--- src/rtl/riscv_instr_aligner.sv ---
// rtl/riscv_instr_aligner.sv - realigns 32-bit fetch words into one RV32/RVC instruction per cycle
//
// Ports:
//   clk, rst_n          clock, asynchronous active-low reset
//   fetch_valid/ready   fetch word handshake (fetch_ready is combinational)
//   fetch_data/pc       4-byte-aligned fetch word and its byte address
//   flush/flush_pc      discard buffered state, restart at flush_pc (bit[1] = start halfword)
//   out_valid/ready     decoder handshake
//   out_instr/pc        instruction (RVC zero-extended) and its address
//   out_compressed      instruction is a 16-bit RVC encoding
module riscv_instr_aligner #(
  parameter int DataWidth = 32
) (
  input  logic                 clk,
  input  logic                 rst_n,
  input  logic                 fetch_valid,
  output logic                 fetch_ready,
  input  logic [31:0]          fetch_data,
  input  logic [DataWidth-1:0] fetch_pc,
  input  logic                 flush,
  input  logic [DataWidth-1:0] flush_pc,
  output logic                 out_valid,
  input  logic                 out_ready,
  output logic [31:0]          out_instr,
  output logic [DataWidth-1:0] out_pc,
  output logic                 out_compressed
);

  typedef enum logic {
    EMPTY = 1'b0,
    HALF  = 1'b1
  } state_t;

  state_t               state;
  logic [15:0]          hb;
  logic [DataWidth-1:0] hb_pc;
  logic                 skip_lo;

  logic                 advance;
  logic                 hb_is_wide;
  logic                 fetch_fire;
  logic [DataWidth-1:0] fetch_pc_hi;

  assign advance     = !out_valid || out_ready;
  // A pending halfword with low bits 11 is the first half of a 32-bit instruction.
  assign hb_is_wide  = (hb[1:0] == 2'b11);
  // rst_n gates the handshake so nothing is consumed while reset is asserted.
  assign fetch_ready = rst_n && advance && !flush && ((state == EMPTY) || hb_is_wide);
  assign fetch_fire  = fetch_valid && fetch_ready;
  assign fetch_pc_hi = fetch_pc + DataWidth'(2);

  always_ff @(posedge clk or negedge rst_n) begin
    if (!rst_n) begin
      state          <= EMPTY;
      hb             <= 16'h0;
      hb_pc          <= '0;
      skip_lo        <= 1'b0;
      out_valid      <= 1'b0;
      out_instr      <= 32'h0;
      out_pc         <= '0;
      out_compressed <= 1'b0;
    end else if (flush) begin
      // Flush overrides everything, including a simultaneous output handoff.
      out_valid <= 1'b0;
      state     <= EMPTY;
      skip_lo   <= flush_pc[1];
    end else if (advance) begin
      case (state)
        EMPTY: begin
          if (fetch_fire) begin
            if (skip_lo) begin
              // Redirect landed on the upper halfword: drop the lower one.
              hb        <= fetch_data[31:16];
              hb_pc     <= fetch_pc_hi;
              skip_lo   <= 1'b0;
              state     <= HALF;
              out_valid <= 1'b0;
            end else if (fetch_data[1:0] != 2'b11) begin
              out_valid      <= 1'b1;
              out_instr      <= {16'h0, fetch_data[15:0]};
              out_pc         <= fetch_pc;
              out_compressed <= 1'b1;
              hb             <= fetch_data[31:16];
              hb_pc          <= fetch_pc_hi;
              state          <= HALF;
            end else begin
              out_valid      <= 1'b1;
              out_instr      <= fetch_data;
              out_pc         <= fetch_pc;
              out_compressed <= 1'b0;
            end
          end else begin
            out_valid <= 1'b0;
          end
        end
        HALF: begin
          if (!hb_is_wide) begin
            // Buffered RVC needs no new fetch word.
            out_valid      <= 1'b1;
            out_instr      <= {16'h0, hb};
            out_pc         <= hb_pc;
            out_compressed <= 1'b1;
            state          <= EMPTY;
          end else if (fetch_fire) begin
            // Straddling 32-bit instruction; upper half of the word stays buffered.
            out_valid      <= 1'b1;
            out_instr      <= {fetch_data[15:0], hb};
            out_pc         <= hb_pc;
            out_compressed <= 1'b0;
            hb             <= fetch_data[31:16];
            hb_pc          <= fetch_pc_hi;
          end else begin
            out_valid <= 1'b0;
          end
        end
        default: begin
          state     <= EMPTY;
          out_valid <= 1'b0;
        end
      endcase
    end
  end

endmodule

--- config.mk ---
export PLATFORM = sky130hd
export DESIGN_NAME = riscv_instr_aligner
export DESIGN_NICKNAME = d
export VERILOG_FILES = /design/src/rtl/riscv_instr_aligner.sv
export SDC_FILE = /design/constraint.sdc
export NUM_CORES = 1
export LEC_CHECK = 0
export CORE_UTILIZATION = 47
export DETAILED_ROUTE_END_ITERATION = 6
export GPL_ROUTABILITY_DRIVEN = 0
export PLACE_DENSITY_LB_ADDON = 0.2
export SLEW_MARGIN = 20
export SYNTH_ARGS = -nofsm -noshare
export SYNTH_HDL_FRONTEND = slang
export SYNTH_SLANG_ARGS = --single-unit
--- constraint.sdc ---
create_clock -name clk -period 2.1 [get_ports clk]
set_clock_uncertainty 0.1 [all_clocks]
set_input_delay 0.42 -clock clk [delete_from_list [all_inputs] [get_ports clk]]
set_output_delay 0.42 -clock clk [all_outputs]
set_load 0.01 [all_outputs]
==> metrics.cfg <==
[final_layout]
fin_util = 0.7211
layout.nets = 859
num-fill-cells = 860
final_cells = 907
drive_above_1_share = 0.1317
final_area_mm2 = 0.007954
antenna_cells = 0
register_area_mm2 = 0.002907
layout-area-overhead-vs-synth_pct = 47.22
multi_input_area_mm2 = 0.002365

[timing]
max_freq_ghz = 0.4806
worst_slew_pin_slew_ps = 635.8
hold_ws_ps = -11.67
slew_viol_final = 0
rsz0062_at_grt = yes
fin_crit_ps = 2081
fin_crit_sh = 0.9908
finalHoldViolCount = 2
setup_viol_count_final = 0
slew_headroom = 0.5761

[clocking]
clk_path_buf_depth = 2
insertion_delay_ps = 410
clkSinkCount = 116
cts_htree_levels = 4
clkTransAtPathRegs_ps = 50
cts_root_buf = clkbuf_16
cts_made_buffers = 17
cts_tree = yes

[placement]
hpwl_um = 9759
place_inst = 876
portBuffers = 136
dpl_cell_area_mm2 = 0.007365

[logic_synthesis]
synthMostInstantiatedCell = dfrtp_1
yosysTopAreaCell = dfrtp_1
yosysUniqueCellTypes = 33
ys_async_sr_fraction = 1.000
yosys_warnings = 0
synth_top_area_frac = 0.5373
synth_common_cells = dfrtp_1 (116), nand2_1 (95), nor2_1 (74)
netlist_top_cells_area = dfrtp_1 (54%), mux2i_1 (8.9%), nand2_1 (6.6%)
avgSynthCellArea_um2 = 9.363
syn_inst = 577
ys.flop_type = dfrtp_1
synth_edf_count = 0
ys_ff_latch = 116
synth.cell_area_mm2 = 0.005403
syn_nets = 679
synth_seq_area_share = 0.5373

[setup_path]
arrival_ps = 2310
cp-end-kind = flip-flop
crit_buf_inv = 1
cp.depth = 6
critical_path_class = input pin to flip-flop
max_stage_delay_ps = 530
crit_fanout = 2
cp_slowest_cell = or4b_1
ff2ff_path_depth = 5
crit_family = simple AND/OR/NAND/NOR gates
crit_required_ps = 2320
worstPathCellList = clkdlybuf4s50_1, nand2_1, or4_4, or2_0, or4b_1, a31oi_1
crit_path_start_kind = input pin

[global_routing]
gr-total-overflow = 0
grt_usage = 0.2559
grt_max_degree = 117
grt_pass1_vias = 4975
antenna_found_initial = 0
grt_pass1_wl_um = 23200

[floorplan]
die_area_mm2 = 0.01193
initial_core_util = 0.4898
num_io_pins = 168
coreArea_mm2 = 0.01103
die_x_um = 109.2
num_rows = 38
die_h_um = 109.2

[drt]
vias = 4819
viasPerCell = 5.313
first_pass_iters = 6
wire_per_inst_um = 15.50
drc = 0
ant_nets = 0
wl_um = 14060
detail_route.iter0.violations = 208

[power]
power.density_mw_per_mm2 = 1012
power_mw = 8.047
p_leak_nw = 3.343
ir_worst_vdd_uv = 655.1

[flow_run]
cap_viol_max_count = 0

[worst_hold_path]
hold_path_class = input pin to async pin

[status]
outcome = finished with violations
failed_checks = negative hold slack

[worst paths after layout]
path                              start              to  slack (ps)
setup / recovery           fetch_pc[15]       hb_pc[31]          20
hold / removal                    rst_n   out_instr[28]         -10
setup reg to reg                  state  out_compressed         230
hold reg to reg                   hb[3]           hb[3]         380
max in group asynchronous         rst_n    out_instr[1]        1410
min in group clk                  hb[3]           hb[3]         380
[sequential cells by signal, summed over array words and instances (netlist names)]
register        cells
out_compressed      1
out_instr          32
hb_pc              32
skip_lo             1
hb                 16
out_pc             32
state               1
out_valid           1
[layout make-up]
cell class | instances | share of cell area
inverters | 7 | 0.003303
flip-flops and latches | 116 | 0.3654
well taps | 140 | 0.02202
repair buffers | 200 | 0.2407
multi-input cells | 415 | 0.2973
clock inverters | 5 | 0.009438
clock buffers | 24 | 0.06182
[metal layers]
metal  vias up  share of wire  GRT usage
li1       2328              -          -
met1      2311           0.42     0.3100
met2       158           0.50     0.4295
met3        22          0.060    0.07053
met4         0          0.017     0.1067
met5         -              0          0
[cells in the final DEF (no fill, tap or decap), types with 2 or more instances in the layout]
cell type	synthesis	final
dfrtp_1	116	115
clkbuf_1	36	3
nor2_1	74	74
inv_1	7	7
clkinv_2	0	3
buf_4	0	58
nand3_1	11	10
nand2b_2	0	2
nand4_1	7	7
clkbuf_8	0	4
bufinv_16	0	2
nand2_1	95	95
a31oi_1	3	2
o21ai_0	27	27
mux2i_1	48	48
nor4_1	6	6
nor2b_2	0	2
xor2_1	6	6
clkdlybuf4s50_1	0	125
buf_12	0	7
a21oi_1	67	67
clkbuf_16	0	17
nor3_1	9	9
and4_1	2	2
xnor2_1	22	22
o21ai_1	4	4
a22oi_1	17	17
and3_1	3	3
dlygate4sd2_1	0	10
[stage by stage]
stage	hold WS (ps)	setup TNS [ps]	setup WS, ps
floorplan	24.41	0	0.7012
global placement	357.2	-23650	-438.1
detailed placement	370.5	-30030	-485.6
CTS	48.99	0	22.90
global route	47.77	-30.73	-30.73
finish	-11.67	0	19.32
[kinds of logic (layout without fill, tap and decap cells)]
family	Yosys count	after routing	share of synthesized area
compound gates	121	121	0.1220
xor+xnor	28	28	0.04539
fa+ha+maj	1	1	0.002316
buf+inv	46	236	0.03219
flops	116	116	0.5373
mux	49	49	0.09101
simple gates	216	216	0.1698
[where the power goes]
group	internal, mW	leakage (nW)	switching (mW)
sequential	2.83	1.37	0.332
combinational	1.19	1.70	0.933
clock	1.84	0.282	0.920
total	5.86	3.34	2.19
[what timing repair did]
action | CTS | global route
pin swaps | 6 | 1
buffers inserted | 2 | 0
endpoints found under the setup margin | 5 | 19
hold buffers | 0 | 0
gates resized for setup | 12 | 3
Power figures use the tool's default switching activity.
